$ cat src/rtl/lcd1602_pkg.sv
// ------------------------------------------------------------------
// lcd1602_pkg : HD44780 command set, sequencer/transfer state types
// Rev 1.0
// ------------------------------------------------------------------
`default_nettype none

package lcd1602_pkg;

   localparam logic [7:0] FUNC_SET   = 8'h38;
   localparam logic [7:0] ENTRY      = 8'h06;
   localparam logic [7:0] CLEAR      = 8'h01;
   localparam logic [7:0] DISP_ON_C  = 8'h0F;
   localparam logic [7:0] DISP_ON_NC = 8'h0C;
   localparam logic [7:0] DDRAM_ROW0 = 8'h80;
   localparam logic [7:0] DDRAM_ROW1 = 8'hC0;

   typedef enum logic [2:0] {
      ST_PWR   = 3'd0,
      ST_INIT  = 3'd1,
      ST_CLRW  = 3'd2,
      ST_ADDR0 = 3'd3,
      ST_ROW0  = 3'd4,
      ST_ADDR1 = 3'd5,
      ST_ROW1  = 3'd6,
      ST_PARK  = 3'd7
   } main_state_t;

   typedef enum logic [1:0] {
      PH_IDLE   = 2'd0,
      PH_SETUP  = 2'd1,
      PH_STROBE = 2'd2,
      PH_HOLD   = 2'd3
   } xfer_phase_t;

   // Init command for position idx of the power-up sequence.
   function automatic logic [7:0] init_cmd(input logic [2:0] idx, input logic [7:0] disp_on);
      logic [7:0] cmd;
      case (idx)
         3'd0, 3'd1, 3'd2: cmd = FUNC_SET;
         3'd3:             cmd = disp_on;
         3'd4:             cmd = ENTRY;
         default:          cmd = CLEAR;
      endcase
      return cmd;
   endfunction

endpackage

`default_nettype wire

$ cat src/rtl/lcd1602_byte_xfer.sv
// ------------------------------------------------------------------
// lcd1602_byte_xfer : one HD44780 bus write as SETUP/STROBE/HOLD ticks
// Rev 1.0
// ------------------------------------------------------------------
`default_nettype none

module lcd1602_byte_xfer
   import lcd1602_pkg::*;
(
   input  logic       clk_48M,
   input  logic       rst,
   input  logic       tick,
   input  logic       start,
   input  logic       rs,
   input  logic [7:0] byte_in,
   output logic       done,
   output logic       lcd_rs,
   output logic       lcd_e,
   output logic [7:0] lcd_data
);

   xfer_phase_t r_phase;
   xfer_phase_t w_phase_n;
   logic        w_load;

   // All phase changes happen on a tick, so every phase is exactly one tick long.
   always_comb begin
      w_phase_n = r_phase;
      w_load    = 1'b0;
      if (tick) begin
         case (r_phase)
            PH_IDLE: begin
               if (start) begin
                  w_phase_n = PH_SETUP;
                  w_load    = 1'b1;
               end
            end
            PH_SETUP:  w_phase_n = PH_STROBE;
            PH_STROBE: w_phase_n = PH_HOLD;
            PH_HOLD: begin
               if (start) begin
                  w_phase_n = PH_SETUP;
                  w_load    = 1'b1;
               end else begin
                  w_phase_n = PH_IDLE;
               end
            end
            default:   w_phase_n = PH_IDLE;
         endcase
      end
   end

   assign done = tick && (r_phase == PH_HOLD);

   always_ff @(posedge clk_48M or negedge rst) begin
      if (!rst) begin
         r_phase  <= PH_IDLE;
         lcd_rs   <= 1'b0;
         lcd_e    <= 1'b0;
         lcd_data <= 8'h00;
      end else begin
         r_phase <= w_phase_n;
         lcd_e   <= (w_phase_n == PH_STROBE);
         if (w_load) begin
            lcd_rs   <= rs;
            lcd_data <= byte_in;
         end
      end
   end

endmodule

`default_nettype wire

$ cat src/rtl/lcd1602_refresh_ctrl.sv
// ------------------------------------------------------------------
// lcd1602_refresh_ctrl : LCD1602 init + continuous 32-byte frame refresh
// Option LCD_CURSOR_EN: cursor/blink on, cursor parked at last write. Rev 1.0
// ------------------------------------------------------------------
`default_nettype none

module lcd1602_refresh_ctrl
   import lcd1602_pkg::*;
#(
   parameter int TICK_DIV  = 48000,
   parameter int PWR_TICKS = 20,
   parameter int CLR_TICKS = 2
) (
   input  logic       clk_48M,
   input  logic       rst,
   input  logic       wr_req,
   input  logic       wr_row,
   input  logic [3:0] wr_col,
   input  logic [7:0] wr_char,
   output logic       wr_ack,
   output logic       init_done,
   output logic       lcd_rs,
   output logic       lcd_rw,
   output logic       lcd_e,
   output logic [7:0] lcd_data
);

   localparam int          c_tick_w   = (TICK_DIV > 1) ? $clog2(TICK_DIV) : 1;
   localparam logic [15:0] c_pwr_last = 16'(PWR_TICKS - 1);
   localparam logic [15:0] c_clr_last = 16'(CLR_TICKS);

   logic [c_tick_w-1:0] r_tick_cnt;
   logic                w_tick;
   logic [7:0]          r_buf [32];
   logic                r_ack;
   logic                w_wr_en;
   main_state_t         r_state;
   main_state_t         w_state_n;
   logic [3:0]          r_idx;
   logic [3:0]          w_idx_n;
   logic [15:0]         r_wait;
   logic [15:0]         w_wait_n;
   logic                r_busy;
   logic                r_init_done;
   logic                w_init_done_n;
   logic                w_start;
   logic                w_rs;
   logic [7:0]          w_byte;
   logic                w_done;
   logic                w_free;
   logic [7:0]          w_disp_on;

   assign w_tick = (r_tick_cnt == c_tick_w'(TICK_DIV - 1));

   always_ff @(posedge clk_48M or negedge rst) begin
      if (!rst)        r_tick_cnt <= '0;
      else if (w_tick) r_tick_cnt <= '0;
      else             r_tick_cnt <= r_tick_cnt + c_tick_w'(1);
   end

   assign w_wr_en = wr_req && !r_ack;
   assign wr_ack  = r_ack;

   always_ff @(posedge clk_48M or negedge rst) begin
      if (!rst) begin
         r_ack <= 1'b0;
         for (int i = 0; i < 32; i++) r_buf[i] <= 8'h20;
      end else begin
         r_ack <= w_wr_en;
         if (w_wr_en) r_buf[{wr_row, wr_col}] <= wr_char;
      end
   end

`ifdef LCD_CURSOR_EN
   logic       r_cur_row;
   logic [3:0] r_cur_col;

   assign w_disp_on = DISP_ON_C;

   always_ff @(posedge clk_48M or negedge rst) begin
      if (!rst) begin
         r_cur_row <= 1'b0;
         r_cur_col <= 4'd0;
      end else if (w_wr_en) begin
         r_cur_row <= wr_row;
         r_cur_col <= wr_col;
      end
   end
`else
   assign w_disp_on = DISP_ON_NC;
`endif

   // A new byte may be queued on the very tick the previous one completes.
   assign w_free = !r_busy || w_done;

   always_comb begin
      w_state_n     = r_state;
      w_idx_n       = r_idx;
      w_wait_n      = r_wait;
      w_init_done_n = r_init_done;
      w_start       = 1'b0;
      w_rs          = 1'b0;
      w_byte        = 8'h00;
      if (w_tick && w_free) begin
         case (r_state)
            ST_PWR: begin
               if (r_wait == c_pwr_last) begin
                  w_start   = 1'b1;
                  w_byte    = init_cmd(3'd0, w_disp_on);
                  w_idx_n   = 4'd1;
                  w_state_n = ST_INIT;
               end else begin
                  w_wait_n = r_wait + 16'd1;
               end
            end
            ST_INIT: begin
               w_start = 1'b1;
               w_byte  = init_cmd(r_idx[2:0], w_disp_on);
               if (r_idx == 4'd5) begin
                  w_wait_n  = 16'd0;
                  w_state_n = ST_CLRW;
               end else begin
                  w_idx_n = r_idx + 4'd1;
               end
            end
            // Counting starts on the tick the clear byte finishes.
            ST_CLRW: begin
               if (r_wait == c_clr_last) begin
                  w_start       = 1'b1;
                  w_byte        = DDRAM_ROW0;
                  w_idx_n       = 4'd0;
                  w_init_done_n = 1'b1;
                  w_state_n     = ST_ROW0;
               end else begin
                  w_wait_n = r_wait + 16'd1;
               end
            end
            ST_ADDR0: begin
               w_start   = 1'b1;
               w_byte    = DDRAM_ROW0;
               w_idx_n   = 4'd0;
               w_state_n = ST_ROW0;
            end
            ST_ROW0: begin
               w_start = 1'b1;
               w_rs    = 1'b1;
               w_byte  = r_buf[{1'b0, r_idx}];
               w_idx_n = r_idx + 4'd1;
               if (r_idx == 4'd15) w_state_n = ST_ADDR1;
            end
            ST_ADDR1: begin
               w_start   = 1'b1;
               w_byte    = DDRAM_ROW1;
               w_idx_n   = 4'd0;
               w_state_n = ST_ROW1;
            end
            ST_ROW1: begin
               w_start = 1'b1;
               w_rs    = 1'b1;
               w_byte  = r_buf[{1'b1, r_idx}];
               w_idx_n = r_idx + 4'd1;
`ifdef LCD_CURSOR_EN
               if (r_idx == 4'd15) w_state_n = ST_PARK;
`else
               if (r_idx == 4'd15) w_state_n = ST_ADDR0;
`endif
            end
            ST_PARK: begin
`ifdef LCD_CURSOR_EN
               w_start = 1'b1;
               w_byte  = DDRAM_ROW0 | (r_cur_row ? 8'h40 : 8'h00) | {4'h0, r_cur_col};
`endif
               w_state_n = ST_ADDR0;
            end
            default: w_state_n = ST_PWR;
         endcase
      end
   end

   always_ff @(posedge clk_48M or negedge rst) begin
      if (!rst) begin
         r_state     <= ST_PWR;
         r_idx       <= 4'd0;
         r_wait      <= 16'd0;
         r_busy      <= 1'b0;
         r_init_done <= 1'b0;
      end else begin
         r_state     <= w_state_n;
         r_idx       <= w_idx_n;
         r_wait      <= w_wait_n;
         r_init_done <= w_init_done_n;
         if (w_start)     r_busy <= 1'b1;
         else if (w_done) r_busy <= 1'b0;
      end
   end

   assign init_done = r_init_done;
   assign lcd_rw    = 1'b0;

   lcd1602_byte_xfer u_xfer (
      .clk_48M  (clk_48M),
      .rst      (rst),
      .tick     (w_tick),
      .start    (w_start),
      .rs       (w_rs),
      .byte_in  (w_byte),
      .done     (w_done),
      .lcd_rs   (lcd_rs),
      .lcd_e    (lcd_e),
      .lcd_data (lcd_data)
   );

endmodule

`default_nettype wire
$ cat config.mk
export PLATFORM = sky130hd
export DESIGN_NAME = lcd1602_refresh_ctrl
export DESIGN_NICKNAME = d
export VERILOG_FILES = /design/src/rtl/lcd1602_pkg.sv /design/src/rtl/lcd1602_byte_xfer.sv /design/src/rtl/lcd1602_refresh_ctrl.sv
export SDC_FILE = /design/constraint.sdc
export NUM_CORES = 1
export LEC_CHECK = 0
export ABC_AREA = 1
export CAP_MARGIN = 10
export CORE_ASPECT_RATIO = 0.9
export CORE_MARGIN = 5
export CORE_UTILIZATION = 67
export CTS_CLUSTER_DIAMETER = 40
export CTS_CLUSTER_SIZE = 10
export DETAILED_ROUTE_END_ITERATION = 8
export GPL_ROUTABILITY_DRIVEN = 0
export PLACE_DENSITY = 0.95
export SYNTH_ARGS = -nofsm -noshare
export SYNTH_HDL_FRONTEND = slang
export SYNTH_HIERARCHICAL = 1
export SYNTH_SLANG_ARGS = --single-unit
$ cat constraint.sdc
create_clock -name clk_48M -period 7.1 [get_ports clk_48M]
set_input_delay 1.42 -clock clk_48M [delete_from_list [all_inputs] [get_ports clk_48M]]
set_output_delay 1.42 -clock clk_48M [all_outputs]
set_load 0.05 [all_outputs]
==> impl_metrics.toml <==
[outcome]
run_status = "complete, no violations"

[critical_path]
cp.arrival_ns = 4.33
crit_required_ns = 7.51
cp-end-kind = "flop"
worst_setup_path_start_kind = "flop"
path_class = "flop to flop"
critPathMaxFanout = 77

[yosys]
syn_inst = 2110
synth_largest_area_cell = "sky130_fd_sc_hd__dfrtp_1"
synth.net_count = 2136
yosysUniqueCellTypes = 42
synth_enable_flop_cells = 0
synth-adder-area-share = 0.008005
synthMostInstantiatedCell = "sky130_fd_sc_hd__nand2_1"
ys_ff_latch = 310
synth_compound_area_frac = 0.1214
yosysTopAreaCellShare = 0.4451
synthTopCellsByCount = "sky130_fd_sc_hd__nand2_1, sky130_fd_sc_hd__o21ai_0, sky130_fd_sc_hd__dfrtp_1"
synth_top_flop_cell = "sky130_fd_sc_hd__dfrtp_1"
synthSimpleGateAreaFrac = 0.2764
synth.avg_cell_area_um2 = 7.408
yosys-mux-area-fraction = 0
ys_async_sr_fraction = 1.000
synth_top_cells_by_area = "sky130_fd_sc_hd__dfrtp_1, sky130_fd_sc_hd__nand2_1, sky130_fd_sc_hd__o21ai_0"
yosys.area_share.xor_xnor = 0.008966
largest_family_of_logic_cells_by_synthesized_area = "simple AND/OR/NAND/NOR gates"
mappedNetlistArea_um2 = 15630
yosysWarnings = 6
synth_seq_area_share = 0.4989

[sta]
aggregate_negative_setup_slack_ns = 0
finalClockSkew_ns = 0.01073
maxSlewViolCount = 0
finalSetupViolCount = 0
layout_min_cycle_time_ns = 3.917
slew_headroom = 0.09946
worst_slew_pin_slew_ns = 1.349
final-hold-violation-count = 0
unrepaired_setup_endpoints_after_global_routing = "no"
timing.final.crit_share = 0.5517
fmax_ghz = 0.2553

[detailed_routing]
detailroute.via_count = 14980
route.detailed.drc = 0
drtAntennaViolNets = 0
avgRoutedWirePerCell_um = 18.32
detailedRoute.firstIterationViolations = 2582
firstDrtPassIters = 7
avgViaCountPerCell = 6.198
wirelength_mm = 44.26

[cells_and_area]
finalInstanceArea_um2 = 17290
post_route_cells_drive_above_1_share = 0.06623
flow.area_growth_from_synthesis_pct = 10.59
final.fill_count = 1364
fin_nets = 2107
utilization = 0.7469
antennaDiodeCount = 0

[power]
total_power_mw = 4.793
worst_ir_drop_on_vdd_uv = 259.0
power.static_leakage_nw = 8.612
cellPowerDensity_nw_per_um2 = 277.3

[global_routing]
grt_first_pass_wirelength_mm = 72.65
first_global_vias = 14570
globalRouteOverflowTotal = 0
grt_antenna_before_repair = 0
grt_max_degree = 151
groute.usage.overall = 0.3358

[floorplanning]
initial_utilization = 0.6754
io_pins = 29
die_y_extent_um = 154.9
dieWidth_um = 171
fp.dieArea_um2 = 26490
core_area_um2 = 23140
placement_rows = 53

[placed_design]
detailedPlacementHpwl_mm = 24.99
dpl_cell_area_um2 = 15910
port_buffers = 27

[clock_network]
worstSkewPairLatency_ns = 0.53
cts_h_tree_depth = 2
post_cts.resized_instances = 0
post_cts_clock_slew_at_the_launch_and_capture_registers_of_the_worst_setup_and_hold_paths_ns = 0.06
cts.root.buffer_cell = "sky130_fd_sc_hd__clkbuf_16"
cts-hold-fix-buffers = 0
cts_sinks = 310
numCtsBuffers = 42
cts_setup_buffers = 0
clock_tree.buffer_depth = 3
tritoncts = "built"

[run]
max_cap_violations = 0

[min_path]
worstHoldPathType = "flop to flop"
[cells by family (layout without fill, tap and decap cells)]
| family | count (synthesis) | in the layout |
|---|---|---|
| compound gates | 368 | 368 |
| xor+xnor | 16 | 16 |
| fa+ha+maj | 10 | 10 |
| buf+inv | 344 | 348 |
| flops | 310 | 310 |
| other cells | 1 | 1 |
| simple gates | 1061 | 1061 |
[layout make-up]
class | count | area (um^2) | area share
clock buffer | 61 | 1164 | 0.06732
tap | 302 | 377.9 | 0.02186
multi-input combinational | 1456 | 6486 | 0.3752
inverter | 233 | 875.8 | 0.05067
timing repair buffer | 38 | 370.4 | 0.02143
sequential | 310 | 7802 | 0.4514
clock inverter | 16 | 209.0 | 0.01209
[layout by cell type, fill, tap and decap left out, types with 3 or more instances in the layout]
cell / synthesis / final
sky130_fd_sc_hd__a21oi_1: 11 / 11
sky130_fd_sc_hd__buf_4: 2 / 10
sky130_fd_sc_hd__bufinv_16: 0 / 5
sky130_fd_sc_hd__clkbuf_1: 74 / 16
sky130_fd_sc_hd__clkbuf_16: 0 / 43
sky130_fd_sc_hd__clkdlybuf4s50_1: 0 / 26
sky130_fd_sc_hd__clkinv_2: 0 / 11
sky130_fd_sc_hd__dfrtp_1: 278 / 276
sky130_fd_sc_hd__dfstp_2: 32 / 32
sky130_fd_sc_hd__ha_1: 10 / 10
sky130_fd_sc_hd__inv_1: 230 / 228
sky130_fd_sc_hd__inv_2: 2 / 3
sky130_fd_sc_hd__nand2_1: 807 / 807
sky130_fd_sc_hd__nand3_1: 112 / 112
sky130_fd_sc_hd__nand3b_1: 5 / 5
sky130_fd_sc_hd__nand4_1: 5 / 5
sky130_fd_sc_hd__nor2_1: 87 / 87
sky130_fd_sc_hd__nor2_2: 3 / 3
sky130_fd_sc_hd__nor2_4: 3 / 3
sky130_fd_sc_hd__nor3_1: 23 / 23
sky130_fd_sc_hd__nor3_4: 3 / 3
sky130_fd_sc_hd__o21ai_0: 334 / 334
sky130_fd_sc_hd__o21ai_1: 5 / 5
sky130_fd_sc_hd__o21ai_2: 10 / 10
sky130_fd_sc_hd__or2_2: 3 / 3
sky130_fd_sc_hd__xor2_1: 15 / 15
[sequential cells by signal, indices dropped and copies added, names as in the netlist, 2 cells and up]
signal,cells
u_xfer/lcd_data,8
r_state,3
u_xfer/r_phase,2
r_wait,16
r_buf,256
r_idx,4
r_tick_cnt,16
[critical path: stages (launching register included)]
cell and delay (ns):
sky130_fd_sc_hd__dfrtp_4 0.72, sky130_fd_sc_hd__clkinv_2 0.63, sky130_fd_sc_hd__buf_4 0.77, sky130_fd_sc_hd__nand2_1 0.12
sky130_fd_sc_hd__nand3_1 0.13, sky130_fd_sc_hd__nand2_1 0.07, sky130_fd_sc_hd__nand2_1 0.09, sky130_fd_sc_hd__nand2_1 0.08
sky130_fd_sc_hd__o21ai_0 0.63, sky130_fd_sc_hd__nand3_1 0.20, sky130_fd_sc_hd__nand2_1 0.11, sky130_fd_sc_hd__inv_1 0.05
sky130_fd_sc_hd__inv_1 0.06, sky130_fd_sc_hd__o21ai_2 0.06
[where the power goes]
| part | internal (mW) | total [mW] | switching (mW) |
|---|---|---|---|
| logic | 0.183 | 0.514 | 0.331 |
| registers | 2.03 | 2.18 | 0.149 |
| clock network | 1.32 | 2.10 | 0.782 |
[path summary, 6_finish.rpt]
| kind | start | to | slack (ns) | cells after the start |
|---|---|---|---|---|
| setup reg to reg | r_idx[0]$_DFFE_PN0P_ | u_xfer/lcd_data[5]$_DFFE_PN0P_ | 3.18 | 13 |
| hold reg to reg | r_tick_cnt[0]$_DFF_PN0_ | r_tick_cnt[0]$_DFF_PN0_ | 0.46 | 1 |
| hold / removal | r_tick_cnt[0]$_DFF_PN0_ | r_tick_cnt[0]$_DFF_PN0_ | 0.46 | 1 |
| setup / recovery | r_idx[0]$_DFFE_PN0P_ | u_xfer/lcd_data[5]$_DFFE_PN0P_ | 3.18 | 13 |
| min in group asynchronous | rst | r_buf[108]$_DFFE_PN0P_ | 0.90 | 1 |
| max in group asynchronous | rst | r_idx[0]$_DFFE_PN0P_ | 4.75 | 2 |
[layer usage]
layer,GRT usage,share of wire,vias up
met4,0.1686,0.057,0
li1,-,-,6537
met2,0.5151,0.45,1274
met5,0.007561,0,-
met3,0.07444,0.12,271
met1,0.4552,0.37,6893
[metrics by stage]
step / hold WS, ns / worst slack, ns / std cells
floorplan: 0.4331 / 4.473 / 2110
global placement: 0.4444 / 3.518 / 2339
detailed placement: 0.4492 / 3.476 / 2339
CTS: 0.4652 / 3.502 / 2416
global route: 0.4787 / 3.060 / 2416
finish: 0.4609 / 3.183 / 2416
No activity file was read; power rests on OpenSTA's default activity.
